===== config.mk =====
export PLATFORM = sky130hd
export DESIGN_NAME = mul_hilo_ctrl
export DESIGN_NICKNAME = d
export VERILOG_FILES = /design/src/rtl/mul_pkg.sv /design/src/rtl/hilo_regs.sv /design/src/rtl/mul_hilo_ctrl.sv
export SDC_FILE = /design/constraint.sdc
export NUM_CORES = 1
export LEC_CHECK = 0
export ABC_AREA = 1
export BUFFER_PORTS_ARGS = -buffer_cell sky130_fd_sc_hd__buf_2
export CAP_MARGIN = 10
export CORE_MARGIN = 1.5
export CORE_UTILIZATION = 46
export CTS_CLUSTER_SIZE = 16
export DETAILED_ROUTE_END_ITERATION = 10
export PLACE_DENSITY = 0.88
export SYNTH_ARGS = -nofsm -noshare
export SYNTH_HDL_FRONTEND = slang
export SYNTH_SLANG_ARGS = --single-unit

===== constraint.sdc =====
create_clock -name clk -period 1.2 [get_ports clk]
set_input_delay 0 -clock clk [delete_from_list [all_inputs] [get_ports clk]]
set_output_delay 0 -clock clk [all_outputs]
set_load 0.01 [all_outputs]

===== src/rtl/mul_pkg.sv =====
// Shared constants and state encoding for the multiply sequencer around the radix-4 Booth multiplier.
package mul_pkg;

    localparam int WIDTH   = 32;
    localparam int ITERS   = WIDTH / 2;
    localparam int CNT_W   = $clog2(ITERS);
    // Accepting edge to done cycle: CLR + ITERS steps + CAPTURE + DONE.
    localparam int MUL_LAT = ITERS + 3;

    typedef enum logic [2:0] {
        IDLE,
        CLR,
        STEP,
        CAPTURE,
        DONE
    } state_t;

endpackage


===== src/rtl/hilo_regs.sv =====
// Architectural HI/LO register pair; product capture beats direct mthi/mtlo writes.
module hilo_regs
    import mul_pkg::*;
(
    input  logic             clk,
    input  logic             clear,
    input  logic             cap_en,
    input  logic [WIDTH-1:0] cap_hi,
    input  logic [WIDTH-1:0] cap_lo,
    input  logic             hi_wr,
    input  logic             lo_wr,
    input  logic [WIDTH-1:0] wdata,
    output logic [WIDTH-1:0] hi,
    output logic [WIDTH-1:0] lo
);

    always_ff @(posedge clk) begin
        if (clear) begin
            hi <= '0;
            lo <= '0;
        end else if (cap_en) begin
            hi <= cap_hi;
            lo <= cap_lo;
        end else begin
            if (hi_wr) hi <= wdata;
            if (lo_wr) lo <= wdata;
        end
    end

endmodule


===== src/rtl/mul_hilo_ctrl.sv =====
// Multiply sequencer: latches operands, strobes the Booth multiplier through ITERS steps, writes HI/LO.
module mul_hilo_ctrl
    import mul_pkg::*;
(
    input  logic             clk,
    input  logic             clear,
    input  logic             start,
    input  logic [WIDTH-1:0] op_a,
    input  logic [WIDTH-1:0] op_b,
    output logic             ready,
    output logic             busy,
    output logic             done,
    output logic [WIDTH-1:0] mul_a,
    output logic [WIDTH-1:0] mul_b,
    output logic             mul_clr,
    output logic             mul_step,
    input  logic [WIDTH-1:0] prod_hi,
    input  logic [WIDTH-1:0] prod_lo,
    input  logic             hi_wr,
    input  logic             lo_wr,
    input  logic [WIDTH-1:0] wdata,
    output logic [WIDTH-1:0] hi_out,
    output logic [WIDTH-1:0] lo_out
);

    state_t           state;
    state_t           state_nxt;
    logic [CNT_W-1:0] cnt;
    logic             capture;

    always_ff @(posedge clk) begin
        if (clear) state <= IDLE;
        else       state <= state_nxt;
    end

    always_ff @(posedge clk) begin
        if (clear)              cnt <= '0;
        else if (state == CLR)  cnt <= '0;
        else if (state == STEP) cnt <= cnt + 1'b1;
    end

    // Operands stay on the multiplier inputs until the next accepted start.
    always_ff @(posedge clk) begin
        if (clear) begin
            mul_a <= '0;
            mul_b <= '0;
        end else if (state == IDLE && start) begin
            mul_a <= op_a;
            mul_b <= op_b;
        end
    end

    always_comb begin
        state_nxt = state;
        ready     = 1'b0;
        busy      = 1'b0;
        done      = 1'b0;
        mul_clr   = 1'b0;
        mul_step  = 1'b0;
        capture   = 1'b0;
        case (state)
            IDLE: begin
                ready = 1'b1;
                if (start) state_nxt = CLR;
            end
            CLR: begin
                busy      = 1'b1;
                mul_clr   = 1'b1;
                state_nxt = STEP;
            end
            STEP: begin
                busy     = 1'b1;
                mul_step = 1'b1;
                if (cnt == CNT_W'(ITERS - 1)) state_nxt = CAPTURE;
            end
            CAPTURE: begin
                busy      = 1'b1;
                capture   = 1'b1;
                state_nxt = DONE;
            end
            DONE: begin
                done      = 1'b1;
                state_nxt = IDLE;
            end
            default: state_nxt = IDLE;
        endcase
    end

    hilo_regs u_hilo (
        .clk    (clk),
        .clear  (clear),
        .cap_en (capture),
        .cap_hi (prod_hi),
        .cap_lo (prod_lo),
        .hi_wr  (hi_wr),
        .lo_wr  (lo_wr),
        .wdata  (wdata),
        .hi     (hi_out),
        .lo     (lo_out)
    );

endmodule


==> impl_metrics.py, run 1 <==
metrics = {
    "floorplanning": {
        "die_h_um": 116,
        "start_util_pct": 46.7,
        "row_count": 41,
        "io_pins": 298,
        "die_w_um": 116,
    },
    "logic_synthesis": {
        "synth_mux_area_share_pct": 0,
        "yosysTopAreaCell": "dfxtp_1",
        "ys_seq_elements": 135,
        "synth_common_cells": "nand3_1, nand2_1, dfxtp_1",
        "synthesis.area_um2": 5850,
        "synthAdderAreaFrac_pct": 0.214,
        "synth_cell_types": 19,
        "synth_area_leaders": "dfxtp_1, nand3_1, nand2_1, a21oi_1, inv_1",
        "syn-mean-instance-area_um2": 7.11,
        "synth_nets": 989,
        "synthDominantCellAreaShare_pct": 46.2,
        "synth_top_family_by_area": "simple AND/OR/NAND/NOR gates",
        "async_flop_share_pct": 0,
        "ys_warn_count": 0,
        "synthFlopType": "dfxtp_1",
        "ys_seq_area_share_pct": 46.2,
        "synth-simple-area-share_pct": 36.3,
        "synthXorXnorAreaFrac_pct": 0.150,
        "syn-instance-count": 823,
        "yosysMostFrequentCell": "nand3_1",
        "synth_compound_area_share_pct": 5.91,
        "synth_edf_count": 0,
    },
    "clocking": {
        "cts_root_buf": "clkbuf_16",
        "clock_path_buffers": 2,
        "cts.sinks": 135,
        "h-tree-depth": 4,
        "numCtsBuffers": 17,
    },
    "run_status": {
        "outcome.stop_stage": "global routing",
        "first-error": "[ERROR GRT-0232] Routing congestion too high. Check the congestion heatmap in the GUI.",
        "status": "aborted with a tool error",
    },
    "place": {
        "dp_hpwl_mm": 12.2,
        "gp_congestion": 0.830,
        "io_buffers": 297,
    },
    "sta": {
        "crit_endpoint": "u_hilo.hi[9]$_SDFFE_PP0P_/D",
        "worst-ep-kind": "register data pin",
    },
    "global_routing": {
        "grt_usage_pct": 61.0,
        "grt_max_degree": 67,
        "grt_overflow_total": 1,
    },
}
-- what timing repair did --
action                                  4_1_cts
hold buffers                                163
gates cloned                                  8
gates resized for setup                      59
endpoints found under the hold margin       129
buffers inserted                             13
pin swaps                                     2
endpoints found under the setup margin       88
-- metrics by stage --
stage | hold slack, ns | setup TNS [ns] | cells | setup slack (ns) | cell area [um2]
floorplan | 0.160 | 0 | 823 | 0.0688 | 5850
CTS | 0.158 | -12.29 | 1463 | -0.163 | 10300
detailed placement | 0.275 | -0.859 | 1247 | -0.0479 | 7490
global placement | 0.268 | 0 | 1247 | 0.00692 | 7490
-- cell families after synthesis --
family	after synthesis
simple gates	474
flops	135
xor+xnor	1
fa+ha+maj	1
compound gates	69
buf+inv	143
-- routing by layer --
layer / GRT usage, % / overflow
met1: 58.1 / 0
met2: 85.6 / 0
met3: 43.4 / 0
met4: 56.6 / 1
met5: 7.04 / 0
==> run 2, diff against run 1 <==
--- a/config.mk
+++ b/config.mk
@@ -9,10 +9,9 @@
 export BUFFER_PORTS_ARGS = -buffer_cell sky130_fd_sc_hd__buf_2
 export CAP_MARGIN = 10
 export CORE_MARGIN = 1.5
-export CORE_UTILIZATION = 46
-export CTS_CLUSTER_SIZE = 16
+export CORE_UTILIZATION = 35
 export DETAILED_ROUTE_END_ITERATION = 10
-export PLACE_DENSITY = 0.88
+export PLACE_DENSITY_LB_ADDON = 0.15
 export SYNTH_ARGS = -nofsm -noshare
 export SYNTH_HDL_FRONTEND = slang
 export SYNTH_SLANG_ARGS = --single-unit
==> run 2 against run 1 <==
Against the previous run: the flow now finishes, with violations (negative setup slack); synthesized cell count did not move; synthesized area unchanged.
==> impl_metrics.py, run 2 <==
metrics = {
    "sta": {
        "layout_setup_ws_ns": -0.140,
        "slew_headroom_pct": 72.9,
        "finalCritPeriodShare_pct": 112,
        "rsz0062_at_grt": "true",
        "fin_crit_ns": 1.34,
        "tightest_slew_ns": 0.407,
        "finClkSkew_ns": 0.00602,
        "setup_viol": 130,
        "max_freq_ghz": 0.746,
        "hold_violations": 0,
        "finalMaxSlewViolations": 0,
    },
    "run_status": {
        "status": "complete, but fails checks",
        "violations": "negative setup slack",
    },
    "floorplanning": {
        "die_h_um": 132,
        "core-area_um2": 16500,
        "start_util_pct": 35.5,
        "die_area_um2": 17500,
        "row_count": 47,
        "io_pins": 298,
        "die_w_um": 132,
    },
    "logic_synthesis": {
        "ys_warn_count": 0,
        "synthDominantCellAreaShare_pct": 46.2,
        "yosysTopAreaCell": "dfxtp_1",
        "synth_common_cells": "nand3_1, nand2_1, dfxtp_1",
        "synth_area_leaders": "dfxtp_1, nand3_1, nand2_1, a21oi_1, inv_1",
        "syn-instance-count": 823,
        "synth_cell_types": 19,
        "synthesis.area_um2": 5850,
        "synth_edf_count": 0,
        "yosysMostFrequentCell": "nand3_1",
        "ys_seq_area_share_pct": 46.2,
        "synth_nets": 989,
        "async_flop_share_pct": 0,
        "synthFlopType": "dfxtp_1",
        "ys_seq_elements": 135,
        "syn-mean-instance-area_um2": 7.11,
    },
    "global_routing": {
        "antenna_found_initial": 0,
        "grt_max_degree": 67,
        "grt_pass1_vias": 7236,
        "grt_pass1_wl_mm": 36.6,
        "grt_overflow_total": 0,
        "grt_usage_pct": 26.1,
    },
    "pwr": {
        "leakage_nw": 6.13,
        "pwr-share-comb_pct": 31.8,
        "powerDensity_nw_per_um2": 1280,
        "switching_power_w": 0.00467,
        "internal-power_w": 0.0104,
        "clkPwrFrac_pct": 34.0,
        "switching_share_pct": 31.0,
        "power_frac_seq_pct": 34.2,
        "ir_drop_uv": 971,
    },
    "worst_hold_path": {
        "hold_class": "in -> reg",
        "hold_depth": 4,
    },
    "route": {
        "drt_iter0_drc": 417,
        "post-route-drc-count": 0,
        "via_count": 7822,
        "routed_wirelength_mm": 26.6,
        "wl_per_cell_um": 17.4,
        "drt.antenna.violating_nets": 0,
        "drtPass1Iterations": 5,
        "vias_per_cell": 5.10,
    },
    "clocking": {
        "h-tree-depth": 4,
        "numCtsBuffers": 17,
        "cts_root_buf": "clkbuf_16",
        "cts.clk_slew.worst_paths_ns": 0.06,
        "clock_path_buffers": 2,
        "clk_latency_ns": 0.41,
        "cts.sinks": 135,
        "cts_tree": "yes",
    },
    "place": {
        "dp_slack_ns": -0.0461,
        "gp_congestion": 0.794,
        "dpl_cell_area_um2": 7600,
        "dp_hpwl_mm": 13.0,
        "io_buffers": 297,
    },
    "finish": {
        "area_growth_pct": 101,
        "final_common_cell": "buf_2",
        "fill_cells": 1228,
        "mostFrequentLayoutCells": "buf_2, dlygate4sd3_1, nand3_1",
        "layout.nets": 1467,
        "antenna_cells": 0,
        "fin_area_um2": 11800,
        "drive_gt1_share_pct": 45.3,
    },
    "setup_path": {
        "cp_slowest_cell": "dfxtp_2",
        "worst_setup_path_end_kind": "flip-flop",
        "cp_cell_sequence": "inv_2 -> nand3_4 -> buf_12 -> buf_12 -> buf_16 -> nand3_2 -> nand3_2 -> nand2_1 -> inv_1",
        "cp-startpoint": "state[2]",
        "worstSetupEndpoint": "u_hilo.lo[29]",
        "crit_type": "reg -> reg",
        "cp_slowest_stage_delay_ns": 0.33,
        "reg2reg_setup_slack_ns": -0.14,
        "r2r-end": "u_hilo.lo[29]",
        "cp-start-kind": "flip-flop",
        "worstReg2RegStart": "state[2]",
        "arrival_ns": 1.64,
        "crit_required_ns": 1.50,
        "worst_r2r_path_depth": 9,
        "cp_max_fo": 5,
    },
    "run": {
        "drv_cap": 0,
    },
}
run 2: critical path, delay by kind of cell (launching register included):
family / cells / cell delay [ns]
flip-flops: 1 / 0.33
buffers and inverters: 5 / 0.60
AND/OR/NAND/NOR: 4 / 0.31
run 2: kinds of logic (layout without fill, tap and decap cells):
family | count (synthesis) | count (layout) | synth area share (%)
buf+inv | 143 | 633 | 11.2
simple gates | 474 | 474 | 36.3
fa+ha+maj | 1 | 1 | 0.214
compound gates | 69 | 69 | 5.90
xor+xnor | 1 | 1 | 0.150
flops | 135 | 135 | 46.2
run 2: per-layer routing:
layer	track usage, %	wire (um)	vias to the layer above
li1	-	-	3664
met1	29.8	10200	3646
met2	45.0	13200	434
met3	7.11	2150	78
met4	12.8	976	0
met5	0	0	-
run 2: area by class of cell:
type                       instances  area [um2]  area share, %
timing repair buffer             526        4360           37.0
multi-input combinational        545        3530           30.0
sequential                       135        2710           23.0
clock buffer                      18         439           3.73
inverter                          75         315           2.68
tap                              220         275           2.34
clock inverter                    13         133           1.13
timing repair inverter             1        11.3         0.0956
run 2: worst min-delay path by stage:
stage | start | end | slack (ns)
after floorplan | op_a[0] | mul_a[0] | 0.16
after CTS | start | mul_a[16] | 0.04
after detailed placement | op_b[1] | mul_b[1] | 0.27
after global routing | start | mul_a[16] | 0.14
final | start | mul_a[16] | 0.11
after global placement | op_b[19] | mul_b[19] | 0.27
run 2: metrics by stage:
step,utilization (%),TNS [ns],hold WS (ns),instances,power [W]
global route,71.5,-16.91,0.135,1533,0.0157
global placement,46.2,-0.312,0.268,1300,0.00792
detailed placement,46.2,-2.02,0.272,1300,0.00793
finish,71.5,-7.95,0.107,1533,0.0151
CTS,64.3,-8.10,0.0407,1514,0.0142
floorplan,-,0,0.160,823,0.00678
run 2: power groups by stage:
stage | Sequential, W | Combinational [W] | Clock (W)
2_1_floorplan | 0.00536 | 0.00141 | 0
3_3_place_gp | 0.00518 | 0.00274 | 0
3_5_place_dp | 0.00518 | 0.00274 | 0
4_1_cts | 0.00510 | 0.00391 | 0.00522
5_1_grt | 0.00518 | 0.00510 | 0.00540
6_report | 0.00514 | 0.00479 | 0.00512
run 2: what timing repair did:
action | CTS | global route
pin swaps | 7 | 47
hold endpoints to repair | 132 | 0
resized for setup | 92 | 209
setup buffers | 9 | 6
cloned | 14 | 14
endpoints found under the setup margin | 130 | 135
hold buffers | 161 | 0
No activity file was read; power rests on OpenSTA's default activity.
==> run 3, diff against run 2 <==
--- a/config.mk
+++ b/config.mk
@@ -12,6 +12,8 @@
 export CORE_UTILIZATION = 35
 export DETAILED_ROUTE_END_ITERATION = 10
 export PLACE_DENSITY_LB_ADDON = 0.15
+export SETUP_SLACK_MARGIN = 0.15
+export SKIP_CTS_REPAIR_TIMING = 1
 export SYNTH_ARGS = -nofsm -noshare
 export SYNTH_HDL_FRONTEND = slang
 export SYNTH_SLANG_ARGS = --single-unit
==> run 3 against run 2 <==
Against the previous run: the run still ends with negative setup slack left; critical path depth is 3 lower; non-clock buffer count down 8; wire length decreased by 12%; cell count decreased by 0.46%; via count fell by 5.2%; power increased by 1.5%; final area shrank 10%; critical path type is now reg -> out; largest cell class unchanged; largest power group is now clock.
==> impl_metrics.py, run 3 (synthesis gave the netlist of run 2 again) <==
metrics = {
    "setup_path": {
        "worst_setup_path_end_kind": "output pin",
        "crit_type": "reg -> out",
        "crit_required_ns": 1.20,
        "worst_r2r_path_depth": 8,
        "arrival_ns": 1.32,
        "cp_max_fo": 3,
        "cp-start-kind": "flip-flop",
    },
    "finish": {
        "layout.nets": 1459,
        "final_common_cell": "buf_2",
        "drive_gt1_share_pct": 32.6,
        "final_util_pct": 64.4,
        "fin_area_um2": 10600,
        "area_growth_pct": 81.3,
        "antenna_cells": 0,
        "mostFrequentLayoutCells": "buf_2, nand3_1, nand2_1",
    },
    "sta": {
        "setup_viol": 99,
        "finClkSkew_ns": 0.00513,
        "slew_headroom_pct": 77.7,
        "layout_setup_ws_ns": -0.125,
        "finalMaxSlewViolations": 0,
        "finalCritPeriodShare_pct": 110,
        "max_freq_ghz": 0.755,
        "fin_crit_ns": 1.32,
        "tightest_slew_ns": 0.334,
        "hold_violations": 0,
        "rsz0062_at_grt": "true",
    },
    "floorplanning": {
        "io_pins": 298,
        "core-area_um2": 16500,
        "die_area_um2": 17500,
        "row_count": 47,
        "start_util_pct": 35.5,
        "die_w_um": 132,
        "die_h_um": 132,
    },
    "global_routing": {
        "grt_usage_pct": 21.0,
        "grt_pass1_vias": 5720,
        "grt_max_degree": 66,
        "grt_pass1_wl_mm": 29.8,
        "grt_overflow_total": 0,
        "antenna_found_initial": 0,
    },
    "clocking": {
        "cts.sinks": 135,
        "clock_path_buffers": 2,
        "h-tree-depth": 4,
        "numCtsBuffers": 17,
        "cts.clk_slew.worst_paths_ns": 0.06,
        "cts_tree": "yes",
        "cts_root_buf": "clkbuf_16",
        "clk_latency_ns": 0.41,
    },
    "run_status": {
        "status": "complete, but fails checks",
        "violations": "negative setup slack",
    },
    "worst_hold_path": {
        "hold_depth": 3,
        "hold_class": "in -> reg",
    },
    "pwr": {
        "powerDensity_nw_per_um2": 1440,
        "ir_drop_uv": 940,
        "leakage_nw": 5.44,
        "totalPowerFinal_w": 0.0153,
    },
    "place": {
        "io_buffers": 297,
        "dpl_cell_area_um2": 7620,
        "dp_slack_ns": -0.0110,
        "gp_congestion": 0.771,
        "dp_hpwl_mm": 12.9,
    },
    "route": {
        "routed_wirelength_mm": 23.5,
        "via_count": 7412,
        "drtPass1Iterations": 5,
        "vias_per_cell": 4.86,
        "post-route-drc-count": 0,
        "drt.antenna.violating_nets": 0,
        "wl_per_cell_um": 15.4,
        "drt_iter0_drc": 484,
    },
    "run": {
        "drv_cap": 0,
    },
}
-- run 3: changes by cell type in the layout (fill, tap and decap cells not counted), moves of 10 or more --
cell	change
buf_16	-12
buf_4	+10
nand2_1	+52
nand2_2	-23
nand2_4	-29
nand3_1	+91
nand3_2	-75
nand3_4	-15
-- run 3: worst paths after layout --
check | start | end | slack (ns)
min | clear | mul_a[22] | 0.02
max reg2reg | state[2] | u_hilo.lo[14] | -0.11
min reg2reg | mul_a[1] | mul_a[1] | 0.46
max | state[2] | busy | -0.12
-- run 3: final cells by class --
cell class                 count  area [um2]
sequential                   135        2710
timing repair buffer         518        3990
fill                        1393        5860
multi-input combinational    546        2660
tap                          220         275
clock buffer                  21         450
clock inverter                11         219
inverter                      75         294
-- run 3: power by group --
group	leakage, nW	switching [W]	internal [W]
combinational	4.01	0.00206	0.00211
clock	0.322	0.00201	0.00397
sequential	1.11	0.000229	0.00489
-- run 3: per-layer routing --
| metal | track usage [%] | vias up | part of all wire, % |
|---|---|---|---|
| met3 | 7.34 | 39 | 7.6 |
| met5 | 0 | - | 0 |
| met4 | 7.26 | 0 | 1.9 |
| li1 | - | 3645 | - |
| met1 | 26.3 | 3382 | 41 |
| met2 | 33.7 | 346 | 49 |
-- run 3: critical path: stages, from the launching register on --
cell and delay [ns]:
dfxtp_2 0.34, nor2_4 0.13, buf_6 0.12, nand2_4 0.05
buf_6 0.11, nand3_2 0.06, buf_6 0.10
-- run 3: stage by stage --
step	std cells	TNS, ns	hold WS (ns)
after floorplan	823	0	0.160
after global placement	1302	0	0.271
after detailed placement	1302	-0.0904	0.271
after CTS	1334	-2.30	-0.169
after global routing	1526	-12.38	0.0181
final	1526	-4.47	0.0203
==> run 4, diff against run 3 <==
--- a/config.mk
+++ b/config.mk
@@ -10,6 +10,7 @@
 export CAP_MARGIN = 10
 export CORE_MARGIN = 1.5
 export CORE_UTILIZATION = 35
+export CTS_BUF_LIST = sky130_fd_sc_hd__clkbuf_16
 export DETAILED_ROUTE_END_ITERATION = 10
 export PLACE_DENSITY_LB_ADDON = 0.15
 export SETUP_SLACK_MARGIN = 0.15
@@ -17,3 +18,4 @@
 export SYNTH_ARGS = -nofsm -noshare
 export SYNTH_HDL_FRONTEND = slang
 export SYNTH_SLANG_ARGS = --single-unit
+export TNS_END_PERCENT = 50
==> run 4 against run 3 <==
Against the previous run: wire length increased by 9.1%; the run ends with negative hold slack, negative setup slack left; fmax decreased by 2.7%; register-to-register slack got worse by 0.03 ns.
==> impl_metrics.py, run 4 (synthesis gave the netlist of run 2 again) <==
metrics = {
    "run_status": {
        "status": "complete, but fails checks",
        "violations": "negative hold slack, negative setup slack",
    },
    "finish": {
        "area_growth_pct": 94.4,
        "drive_gt1_share_pct": 42.8,
        "fill_cells": 1251,
        "antenna_cells": 0,
        "final_common_cell": "buf_2",
        "multiInputGateArea_um2": 3460,
        "layout.nets": 1459,
        "final_cells": 1525,
        "mostFrequentLayoutCells": "buf_2, nand2_1, dlygate4sd3_1",
        "regArea_um2": 2710,
    },
    "sta": {
        "finalCritPeriodShare_pct": 113,
        "slew_headroom_pct": 59.5,
        "layout_setup_ws_ns": -0.162,
        "finClkSkew_ns": 0.00711,
        "fin_crit_ns": 1.36,
        "rsz0062_at_grt": "true",
        "setup_viol": 101,
        "finalMaxSlewViolations": 0,
        "holdWs_ns": -0.0255,
        "tightest_slew_ns": 0.608,
        "hold_violations": 1,
        "max_freq_ghz": 0.734,
    },
    "pwr": {
        "ir_drop_uv": 975,
        "internal-power_w": 0.00994,
        "clkPwrFrac_pct": 35.2,
        "switching_power_w": 0.00440,
        "leakage_nw": 5.77,
        "power_frac_seq_pct": 35.9,
        "pwr-share-comb_pct": 28.9,
        "switching_share_pct": 30.7,
        "powerDensity_nw_per_um2": 1260,
        "totalPowerFinal_w": 0.0143,
    },
    "global_routing": {
        "grt_max_degree": 67,
        "grt_pass1_wl_mm": 30.0,
        "grt_pass1_vias": 5860,
        "grt_overflow_total": 0,
        "grt_usage_pct": 21.2,
        "antenna_found_initial": 0,
    },
    "route": {
        "wl_per_cell_um": 16.8,
        "post-route-drc-count": 0,
        "vias_per_cell": 5.06,
        "drt_iter0_drc": 390,
        "drtPass1Iterations": 5,
        "routed_wirelength_mm": 25.6,
        "drt.antenna.violating_nets": 0,
        "via_count": 7720,
    },
    "clocking": {
        "h-tree-depth": 4,
        "clock_path_buffers": 2,
        "cts.sinks": 135,
        "cts_tree": "yes",
        "clk_latency_ns": 0.42,
        "numCtsBuffers": 17,
        "cts_root_buf": "clkbuf_16",
        "cts.clk_slew.worst_paths_ns": 0.05,
    },
    "worst_hold_path": {
        "hold_class": "in -> reg",
    },
    "place": {
        "io_buffers": 297,
        "dp_slack_ns": 0.0111,
        "gp_congestion": 0.780,
        "place_inst": 1297,
        "dp_hpwl_mm": 12.8,
    },
    "setup_path": {
        "cp_num_buf_inv": 4,
        "critPathMostFrequentCell": "buf_4",
        "cp_slowest_stage_delay_ns": 0.36,
        "cp_cell_sequence": "nor2_4 -> buf_6 -> nand2_4 -> inv_2 -> buf_4 -> buf_4",
        "path_delay_family": "buffers and inverters",
        "crit_type": "reg -> out",
        "arrival_ns": 1.36,
        "cp_max_fo": 4,
        "cp-start-kind": "flip-flop",
        "crit_required_ns": 1.20,
        "cp_slowest_cell": "dfxtp_4",
        "worst_setup_path_end_kind": "output pin",
    },
    "floorplanning": {
        "io_pins": 298,
        "die_h_um": 132,
        "start_util_pct": 35.5,
        "die_area_um2": 17500,
        "die_w_um": 132,
        "row_count": 47,
        "core-area_um2": 16500,
    },
    "run": {
        "drv_cap": 0,
    },
}
==> run 4: cell types whose count changed in the layout (fill, tap and decap cells not counted), sizes merged <==
cell / change
clkinvlp: +3
bufinv: -4
clkinv: +4
dlygate4sd3: -3
clkbuf: -3
buf: +3
nand3: -1
==> run 4: worst reg2reg max path: stages (launching register included) <==
cell	delay, ns
dfxtp_4	0.39
nand3_4	0.19
buf_8	0.21
clkbuf_16	0.18
nand3_2	0.07
nand3_2	0.09
nand2_1	0.08
inv_1	0.04
==> run 4: layout make-up <==
cell class | instances | area share [%]
inverters | 75 | 2.56
well taps | 220 | 2.42
repair buffers | 519 | 35.7
flip-flops and latches | 135 | 23.8
clock inverters | 14 | 1.21
multi-input cells | 545 | 30.5
clock buffers | 17 | 3.74
==> run 4: per-layer routing <==
metal  global-route usage (%)  vias to the layer above  wire [um]
met4                     6.35                        0        730
met1                     25.7                     3616       9940
met5                        0                        -          0
li1                         -                     3641          -
met2                     34.8                      394      12900
met3                     8.42                       69       2080
==> run 4: path summary, 6_finish.rpt <==
check	from	end	slack, ns	cells past startpoint
worst max-delay path	state[0]	mul_step	-0.16	6
worst min-delay path	start	state[0]	-0.03	3
worst max register to register	state[1]	u_hilo.hi[12]	-0.14	7
worst min register to register	mul_a[11]	mul_a[11]	0.46	2
==> run 4: power by group through the flow <==
| stage | clock network (W) | logic [W] | registers, W |
|---|---|---|---|
| final | 0.00505 | 0.00415 | 0.00515 |
| after global routing | 0.00532 | 0.00446 | 0.00520 |
| after CTS | 0.00513 | 0.00273 | 0.00511 |
| after detailed placement | 0 | 0.00272 | 0.00520 |
| after global placement | 0 | 0.00272 | 0.00519 |
| after floorplan | 0 | 0.00144 | 0.00537 |
==> run 4: per-stage QoR <==
step	utilization [%]	TNS [ns]	cell area [um2]	hold WS (ns)
finish	69.0	-6.10	11400	-0.0255
detailed placement	46.3	0	7620	0.275
global placement	46.3	0	7620	0.268
global route	69.0	-16.56	11400	0.0246
floorplan	-	0	5920	0.160
CTS	49.7	-1.18	8180	-0.180
